--- config.mk ---
export PLATFORM = sky130hd
export DESIGN_NAME = issue_ctrl
export DESIGN_NICKNAME = d
export VERILOG_FILES = /design/src/rtl/issue_ctrl.sv
export SDC_FILE = /design/constraint.sdc
export NUM_CORES = 1
export LEC_CHECK = 0
export CORE_MARGIN = 3
export CORE_UTILIZATION = 40
export CTS_BUF_LIST = sky130_fd_sc_hd__clkbuf_4 sky130_fd_sc_hd__clkbuf_8
export DETAILED_ROUTE_END_ITERATION = 8
export SLEW_MARGIN = 10
export SYNTH_ARGS = -nofsm -noshare
export SYNTH_HDL_FRONTEND = slang
export SYNTH_SLANG_ARGS = --single-unit
--- constraint.sdc ---
create_clock -name clk -period 8.4 [get_ports clk]
set_input_delay 1.68 -clock clk [delete_from_list [all_inputs] [get_ports clk]]
set_output_delay 1.68 -clock clk [all_outputs]
set_load 0.05 [all_outputs]
--- src/rtl/issue_ctrl.sv ---
// Front-end issue sequencer: buffers fetched (pc, inst) pairs in a small FIFO
// and presents one decoder slot per cycle, with a NOP bubble when empty or flushing.
module issue_ctrl #(
    parameter int unsigned DEPTH    = 4,
    parameter logic [31:0] RESET_PC = 32'h0
) (
    input  logic                       clk,
    input  logic                       rst,
    input  logic                       rdy,
    output logic [31:0]                fetch_addr,
    input  logic                       fetch_valid,
    input  logic [31:0]                fetch_pc,
    input  logic [31:0]                fetch_inst,
    output logic                       fetch_ready,
    input  logic                       stall,
    input  logic                       redirect,
    input  logic [31:0]                redirect_pc,
    output logic                       issue,
    output logic                       hit,
    output logic [31:0]                pc_out,
    output logic [31:0]                inst_out,
    output logic [$clog2(DEPTH+1)-1:0] count,
    output logic [1:0]                 dbg_state
);

    localparam int AW = $clog2(DEPTH);
    localparam int CW = $clog2(DEPTH + 1);

    typedef enum logic [1:0] {
        BOOT  = 2'd0,
        RUN   = 2'd1,
        FLUSH = 2'd2
    } state_t;

    state_t        state, state_nxt;
    logic [63:0]   mem [DEPTH];
    logic [AW-1:0] rptr, wptr;
    logic          push, pop, flush_req;

    assign dbg_state = state;

    // Fetch handshake: an entry transfers only when fetch_valid && fetch_ready in
    // the same cycle; fetch_valid without fetch_ready is dropped and re-presented.
    always_comb begin
        state_nxt   = state;
        fetch_ready = 1'b0;
        issue       = 1'b0;
        hit         = 1'b0;
        flush_req   = 1'b0;
        pc_out      = 32'h0;
        inst_out    = 32'h0;
        if (count != '0) begin
            pc_out   = mem[rptr][63:32];
            inst_out = mem[rptr][31:0];
        end
        if (rdy) begin
            case (state)
                BOOT: state_nxt = RUN;
                RUN: begin
                    fetch_ready = (count < CW'(DEPTH)) && !redirect;
                    issue       = !stall && !redirect;
                    hit         = issue && (count != '0);
                    if (redirect) begin
                        flush_req = 1'b1;
                        state_nxt = FLUSH;
                    end
                end
                FLUSH: begin
                    // Decoder must be overwritten with a NOP even under stall.
                    issue     = 1'b1;
                    flush_req = redirect;
                    state_nxt = redirect ? FLUSH : RUN;
                end
                default: state_nxt = BOOT;
            endcase
        end
        push = fetch_valid && fetch_ready;
        pop  = hit;
    end

    always_ff @(posedge clk or negedge rst) begin
        if (!rst) begin
            state <= BOOT;
        end else if (rdy) begin
            state <= state_nxt;
        end
    end

    always_ff @(posedge clk or negedge rst) begin
        if (!rst) begin
            count      <= '0;
            rptr       <= '0;
            wptr       <= '0;
            fetch_addr <= RESET_PC;
        end else if (rdy) begin
            if (flush_req) begin
                count      <= '0;
                rptr       <= '0;
                wptr       <= '0;
                fetch_addr <= redirect_pc;
            end else begin
                if (push) begin
                    wptr       <= wptr + 1'b1;
                    fetch_addr <= fetch_addr + 32'd4;
                end
                if (pop) begin
                    rptr <= rptr + 1'b1;
                end
                count <= count + CW'(push) - CW'(pop);
            end
        end
    end

    // Storage needs no reset: occupancy alone decides which entries are live.
    always_ff @(posedge clk) begin
        if (push) begin
            mem[wptr] <= {fetch_pc, fetch_inst};
        end
    end

endmodule

==> results_dict.tcl, run 1 <==
set metrics [dict create \
    status "finished clean" \
    synth_area_leaders "edfxtp_1 (63%), mux4_2 (12%), dfrtp_1 (8.4%)" \
    cap_violations 0 \
    timing.rr.end "count[1]" \
    wl_per_cell_um 20.0 \
    final_antenna_net_count 0 \
    die_w_um 181 \
    fin_crit_ps 5700 \
    cts_buffers 49 \
    crit_chain "clkdlybuf4s50_1 -> nand2b_1 -> or3_1 -> inv_1 -> clkdlybuf4s50_1" \
    postCtsSetupRepairBufs 0 \
    hold_path_end "fetch_addr[0]" \
    synthAdderAreaFrac_pct 1.19 \
    crit_path_top_delay_cell "clkdlybuf4s50_1" \
    synth_cell_type_count 47 \
    hp-start "fetch_addr[0]" \
    relSlewSlack_pct 29.1 \
    grt_pass1_wl_um 42800 \
    peakVddDrop_mv 0.198 \
    synthesis.nets 820 \
    cts_resized 0 \
    grt_max_degree 66 \
    die_area_sq_um 32700 \
    synth_top_area_cell "edfxtp_1" \
    cp.required_ps 6720 \
    path_buf_inv 3 \
    diodes 0 \
    grt_pass1_vias 7667 \
    worst_ep_arrival_time_ps 4020 \
    start_kind "input pin" \
    grt_overflow_total 0 \
    worstMarginPinSlew_ps 1060 \
    yosys-top-cells-count "edfxtp_1 (256), mux4_2 (64), nor2b_1 (64)" \
    syn_area_per_cell_sq_um 17.3 \
    reg2reg_depth 11 \
    grt_usage_pct 16.5 \
    synthMuxAreaShare_pct 12.0 \
    synth_top_family_by_area "multiplexers" \
    power_density_nw_per_um2 339 \
    drtIter0Drc 356 \
    setup-tns-final_ps 0 \
    drive_gt1_share_pct 17.2 \
    post-route-util_pct 52.6 \
    layout-area-overhead-vs-synth_pct 28.5 \
    cts.sinks 297 \
    cpMostUsedCell "clkdlybuf4s50_1" \
    grt_antenna_before_repair 1 \
    skew_ps 24.9 \
    rows 63 \
    fmaxAchievable_mhz 175 \
    synthSimpleGateAreaFrac_pct 10.0 \
    drt_first_pass_iters 4 \
    hpwl_um 15900 \
    cts_buffer_depth 3 \
    worstSetupPathType "input pin to output pin" \
    fin_nets 1045 \
    cts_root_buf "clkbuf_8" \
    initial_utilization_pct 41.0 \
    synth_xor_area_share_pct 0.716 \
    startpoint "rdy" \
    rsz0062_at_grt "no" \
    io_buffers 205 \
    vias 7130 \
    yosysWarningCount 0 \
    h-tree-depth 2 \
    synth.most_common_cell "edfxtp_1" \
    critical_path.top_delay_family "buffers and inverters" \
    synth_top_cell_area_share_pct 62.8 \
    synth-edff-count 256 \
    cts_tree "yes" \
    post-place-ws_ps 2700 \
    synth_compound_area_share_pct 3.35 \
    slew_violations 0 \
    slowest_delay_ps 820 \
    leakagePower_nw 5.15 \
    cts_hold_buffers 0 \
    place.gp.congestion 0.800 \
    r2r_slack_ps 5250 \
    cp-end-kind "output pin" \
    drc_errors 0 \
    hold_viol 0 \
    setup_ws_ps 2700 \
    syn_area_sq_um 12200 \
    clkTransAtPathRegs_ps 50 \
    holdCritPathClass "register to register" \
    ys.flop_type "edfxtp_1" \
    period_share_pct 67.9 \
    die_h_um 181 \
    ys_seq_area_share_pct 71.2 \
    wl_um 27200 \
    crit_fanout 14 \
    ys_seq_elements 297 \
    syn_inst 707 \
    core_area_sq_um 29900 \
    whs_ps 491 \
    insertion_delay_ps 550 \
    reg2reg_from "dbg_state[1]" \
    hold_depth 2 \
    ioPinCount 206 \
    setup_viol 0 \
    synth_async_sr_flop_share_pct 13.8 \
    viasPerCell 5.24 \
]
-- routing by layer --
layer / vias up / share of wire [%] / wire [um] / global-route usage, %
li1: 3271 / - / - / -
met1: 3584 / 44 / 12000 / 22.7
met2: 232 / 47 / 12900 / 26.4
met3: 41 / 6.8 / 1850 / 4.27
met4: 2 / 1.9 / 508 / 4.11
met5: - / 0.073 / 20 / 0
-- how the worst max path moves through the flow --
stage	depth (start not counted)	slack [ps]	end
4_1_cts	5	2690	hit
2_1_floorplan	4	3660	mem[0][0]
5_1_grt	5	2600	hit
3_5_place_dp	5	2700	hit
3_3_place_gp	5	2710	hit
6_report	5	2700	hit
-- power by group --
group	total [mW]	internal [mW]	switching [mW]	leakage [nW]
Sequential	1.90	1.71	0.182	2.79
Combinational	2.16	0.759	1.40	1.82
Clock	1.27	0.718	0.557	0.545
-- logic make-up (layout without fill, tap and decap cells) --
family                     Yosys count  count (layout)
DFF                                297             297
and+or+nand+nor                    213             213
adders and majority gates           11              11
xor gates and xnor gates            10              10
AOI/OAI and AO/OA                   61              61
buffers and inverters               49             313
muxes                               66              66
-- state kept, by name, summed over array words and instances (netlist names) --
signal,cells
mem,256
fetch_addr,32
rptr,2
dbg_state,2
wptr,2
count,3
-- layout by cell type, fill, tap and decap left out, types with 6 or more instances in the layout --
master           count
edfxtp_1           256
clkdlybuf4s50_1    204
mux4_2              64
nor2b_1             64
clkbuf_8            57
dfrtp_1             39
nand2_1             37
nor2_1              24
a31oi_1             16
o21ai_0             15
clkbuf_4            15
nand3_1             14
nand4_1             14
inv_1               13
o31ai_1             13
or4_1               13
ha_1                10
clkinv_2             9
or3_1                7
and4_1               7
xor2_1               6
nor3_1               6
clkinv_1             6
-- final cells by class --
class / instances / area, sq um
tap: 390 / 488
clock inverter: 18 / 121
timing repair buffer: 210 / 2080
sequential: 297 / 8720
inverter: 13 / 48.8
fill: 2458 / 14200
multi-input combinational: 361 / 3360
clock buffer: 72 / 897
-- worst register-to-register path, cell delays in order, from the launching register on --
cell       delay (ps)
dfrtp_1           450
inv_1             130
ha_1              320
nand4bb_4         190
inv_1             340
and2_1            420
xnor2_1           170
ha_1              160
inv_1              40
fa_1              470
nor2_1             40
mux2_2            290
-- through the flow --
step	area, sq um	total power [mW]	std cells
after global routing	15700	5.59	1361
after global placement	14700	4.11	1271
after detailed placement	14700	4.11	1271
after floorplan	12200	3.34	707
after CTS	15700	5.41	1361
final	15700	5.33	1361
Power figures use the tool's default switching activity.
==> inputs of run 2 (changes only) <==
clock period = 5.54 ns   (was 8.4 ns; I/O delays follow)
==> results_dict.tcl, run 2 (synthesized netlist as in run 1, its figures left out) <==
set metrics [dict create \
    grt_pass1_vias 7574 \
    nFillCells 2506 \
    cts_resized 0 \
    slew_violations 0 \
    diodes 0 \
    reg2reg_depth 11 \
    fin_crit_ps 4560 \
    status "finished clean" \
    cts_root_buf "clkbuf_8" \
    grt_pass1_wl_um 42600 \
    final_common_cell "edfxtp_1" \
    met3RoutedLength_um 1830 \
    cp.required_ps 4430 \
    timing.rr.end "count[1]" \
    power.share.sequential_pct 35.2 \
    wl_met2_um 13200 \
    regMostFlops "mem" \
    share_comb_of_total_power_pct 40.3 \
    die_area_sq_um 32700 \
    cts.sinks 297 \
    setup-tns-final_ps 0 \
    relSlewSlack_pct 27.5 \
    postCtsSetupRepairBufs 0 \
    die_h_um 181 \
    rows 63 \
    ioPinCount 206 \
    io_buffers 205 \
    insertion_delay_ps 570 \
    hold_depth 2 \
    largest_reg_flops 256 \
    die_w_um 181 \
    wl_per_cell_um 20.3 \
    power_mw 8.17 \
    final_antenna_net_count 0 \
    wl_um 27500 \
    worst_ep_arrival_time_ps 3460 \
    place.gp.congestion 0.809 \
    drc_errors 0 \
    core_area_sq_um 29900 \
    power_density_nw_per_um2 518 \
    post_dp_cell_area_sq_um 14700 \
    final_cell_mix "edfxtp_1 (256), clkdlybuf4s50_1 (204), mux4_2 (64), nor2b_1 (64), clkbuf_8 (58)" \
    initial_utilization_pct 41.0 \
    fin_nets 1045 \
    r2r_slack_ps 2470 \
    layout-area-overhead-vs-synth_pct 28.8 \
    period_share_pct 82.4 \
    seqCellArea_sq_um 8720 \
    grt_antenna_before_repair 1 \
    h-tree-depth 2 \
    grt_max_degree 66 \
    hpwl_um 16100 \
    viasPerCell 5.30 \
    intPower_mw 4.91 \
    clkTransAtPathRegs_ps 60 \
    skew_ps 25.1 \
    top_regs "mem: 256 flops, fetch_addr: 32 flops, count: 3 flops" \
    rsz0062_at_grt "no" \
    worstSetupPathType "input pin to output pin" \
    p_sw_share_pct 39.9 \
    hold_path_end "fetch_addr[1]" \
    design_area_sq_um 15800 \
    cts_hold_buffers 0 \
    grt_usage_pct 16.6 \
    power_frac_clock_pct 24.5 \
    drive_gt1_share_pct 16.9 \
    top_layer_used "met5" \
    drt_first_pass_iters 4 \
    reg2reg_from "dbg_state[1]" \
    cap_violations 0 \
    multiInputGateArea_sq_um 3360 \
    fmaxAchievable_mhz 219 \
    drtIter0Drc 362 \
    wl_met1_um 12100 \
    setup_viol 0 \
    hp-start "fetch_addr[1]" \
    peakVddDrop_mv 0.320 \
    grt_overflow_total 0 \
    cts_buffer_depth 3 \
    vias 7202 \
    crit_fanout 14 \
    cp-end-kind "output pin" \
    worstMarginPinSlew_ps 1090 \
    hold_viol 0 \
    cts_buffers 50 \
    holdCritPathClass "register to register" \
    cts_tree "yes" \
    leakagePower_nw 5.16 \
    post-route-util_pct 52.8 \
    start_kind "input pin" \
    power_switching_mw 3.26 \
]
-- run 2: cell types whose count changed in the layout (fill, tap and decap cells not counted), sizes merged --
cell,delta
buf,-1
bufinv,+1
clkbuf,+2
clkinv,-4
inv,+1
-- run 2: metal layers --
layer	track usage, %	vias to the layer above
li1	-	3277
met1	22.1	3660
met2	26.9	225
met3	4.71	38
met4	4.54	2
met5	0	-
-- run 2: area by class of cell --
| cell class | count | share of cell area (%) |
|---|---|---|
| Multi-Input combinational cell | 361 | 21.3 |
| Clock inverter | 16 | 0.817 |
| Tap cell | 390 | 3.09 |
| Clock buffer | 74 | 5.82 |
| Inverter | 13 | 0.309 |
| Timing Repair Buffer | 209 | 13.3 |
| Sequential cell | 297 | 55.3 |
-- run 2: power by group through the flow --
stage	Combinational (mW)	Sequential [mW]	Clock, mW
after floorplan	1.82	3.24	0
after global placement	3.32	2.92	0
after detailed placement	3.33	2.92	0
after CTS	3.34	2.88	2.06
after global routing	3.48	2.91	2.18
final	3.30	2.87	2.00
-- run 2: metrics by stage --
| stage | std cells | hold WS, ps | setup slack [ps] |
|---|---|---|---|
| finish | 1360 | 490 | 976 |
| global route | 1360 | 504 | 874 |
| CTS | 1360 | 495 | 968 |
| detailed placement | 1270 | 470 | 991 |
| global placement | 1270 | 474 | 996 |
| floorplan | 707 | 538 | 1380 |
-- run 2: worst max-delay path by stage --
stage,start,end,slack (ps)
floorplan,redirect,mem[0][0],1380
global placement,rdy,hit,1000
detailed placement,rdy,hit,990
CTS,rdy,hit,970
global route,rdy,hit,870
finish,rdy,hit,980
-- run 2: worst max-delay path: stages --
cell and delay [ps]:
clkdlybuf4s50_1 810, nand2b_1 120, or3_1 440, inv_1 140
clkdlybuf4s50_1 820
==> inputs of run 3 (changes only) <==
PLACE_DENSITY = 0.65   (was default)
clock period = 3.7 ns   (was 5.54 ns; I/O delays follow)
==> results_dict.tcl, run 3 (synthesized netlist as in run 1, its figures left out) <==
set metrics [dict create \
    status "finished clean" \
    h-tree-depth 2 \
    ioPinCount 206 \
    post-place-ws_ps 453 \
    wl_um 27400 \
    relSlewSlack_pct 31.2 \
    grt_pass1_wl_um 43600 \
    final_cell_count_no_fill 1381 \
    post-route-util_pct 53.5 \
    cts_hold_buffers 0 \
    top_regs "mem: 256 flops, fetch_addr: 32 flops, count: 3 flops" \
    reg2reg_from "dbg_state[1]" \
    fin_nets 1067 \
    die_w_um 181 \
    grt_overflow_total 0 \
    grt_max_degree 67 \
    cts_root_buf "clkbuf_8" \
    cp.required_ps 2960 \
    worstSetupPathType "register to output pin" \
    rsz0062_at_grt "no" \
    fmaxAchievable_mhz 286 \
    die_area_sq_um 32700 \
    final_cell_mix "edfxtp_1 (256), clkdlybuf4s50_1 (197), mux4_2 (64), nor2b_1 (64), clkbuf_8 (50)" \
    grt_usage_pct 16.8 \
    wl_per_cell_um 19.8 \
    fin_crit_ps 3500 \
    cts_buffer_depth 3 \
    crit_fanout 24 \
    leakagePower_nw 5.28 \
    drive_gt1_share_pct 17.9 \
    grt_antenna_before_repair 3 \
    peakVddDrop_mv 0.500 \
    final_antenna_net_count 0 \
    hpwl_um 17100 \
    worstMarginPinSlew_ps 1030 \
    slew_violations 0 \
    largest_reg_flops 256 \
    r2r_slack_ps 1030 \
    initial_utilization_pct 41.0 \
    diodes 0 \
    hold_viol 0 \
    grt_pass1_vias 7532 \
    timing.rr.end "count[1]" \
    setup_viol 0 \
    skew_ps 13.7 \
    regMostFlops "mem" \
    cts_tree "yes" \
    power_density_nw_per_um2 756 \
    worst_ep_arrival_time_ps 2760 \
    drt_first_pass_iters 4 \
    cp-end-kind "output pin" \
    holdCritPathClass "input pin to async pin" \
    start_kind "register" \
    rows 63 \
    io_buffers 205 \
    vias 7233 \
    period_share_pct 94.6 \
    whs_ps 252 \
    die_h_um 181 \
    clkTransAtPathRegs_ps 60 \
    final_common_cell "edfxtp_1" \
    reg2reg_depth 10 \
    drtIter0Drc 409 \
    insertion_delay_ps 560 \
    cts.sinks 297 \
    core_area_sq_um 29900 \
    viasPerCell 5.24 \
    setup_ws_ps 200 \
    layout-area-overhead-vs-synth_pct 30.6 \
    cap_violations 0 \
    setup-tns-final_ps 0 \
    placed_cells 1290 \
    place.gp.congestion 0.768 \
    drc_errors 0 \
    cts_buffers 50 \
]
run 3: what timing repair did:
action,in CTS,in global routing
endpoints found under the setup margin,12,0
gates resized for setup,5,0
buffers inserted,2,0
run 3: metrics by stage:
| stage | cell area [sq um] | power [mW] |
|---|---|---|
| detailed placement | 15000 | 9.44 |
| global placement | 15000 | 9.41 |
| floorplan | 12200 | 7.57 |
| CTS | 16000 | 12.3 |
| global route | 16000 | 12.7 |
| finish | 16000 | 12.1 |
run 3: cell type report:
| cell class | count | area [sq um] |
|---|---|---|
| repair buffers | 231 | 2420 |
| well taps | 390 | 488 |
| inverters | 13 | 48.8 |
| fillers | 2459 | 13900 |
| clock buffers | 61 | 771 |
| clock inverters | 28 | 178 |
| flip-flops and latches | 297 | 8720 |
| multi-input cells | 361 | 3360 |
run 3: where the power goes:
part	switching, mW	internal (mW)
clock network	1.27	1.51
logic	3.27	1.80
registers	0.336	3.89
total	4.88	7.20
run 3: routing by layer:
layer / share of wire, % / wire, um / global-route usage, % / vias to the layer above
met1: 44 / 11900 / 22.9 / 3635
met5: 0.20 / 54 / 0 / -
met2: 47 / 12900 / 26.7 / 218
met3: 7.1 / 1940 / 4.97 / 52
li1: - / - / - / 3322
met4: 1.9 / 516 / 4.30 / 6
run 3: how the worst max path moves through the flow:
stage	start	depth (start not counted)	slack [ps]	to
finish	rptr[1]	4	200	inst_out[5]
global route	rptr[0]	4	70	pc_out[31]
CTS	rptr[0]	4	120	pc_out[2]
detailed placement	rdy	9	450	count[1]
global placement	redirect	9	490	count[1]
floorplan	dbg_state[1]	6	390	mem[1][0]
run 3: worst max-delay path, stage by stage (launching register included):
cell and delay (ps):
dfrtp_4 690, buf_12 240, mux4_2 190, nor2b_1 220, clkdlybuf4s50_1 840
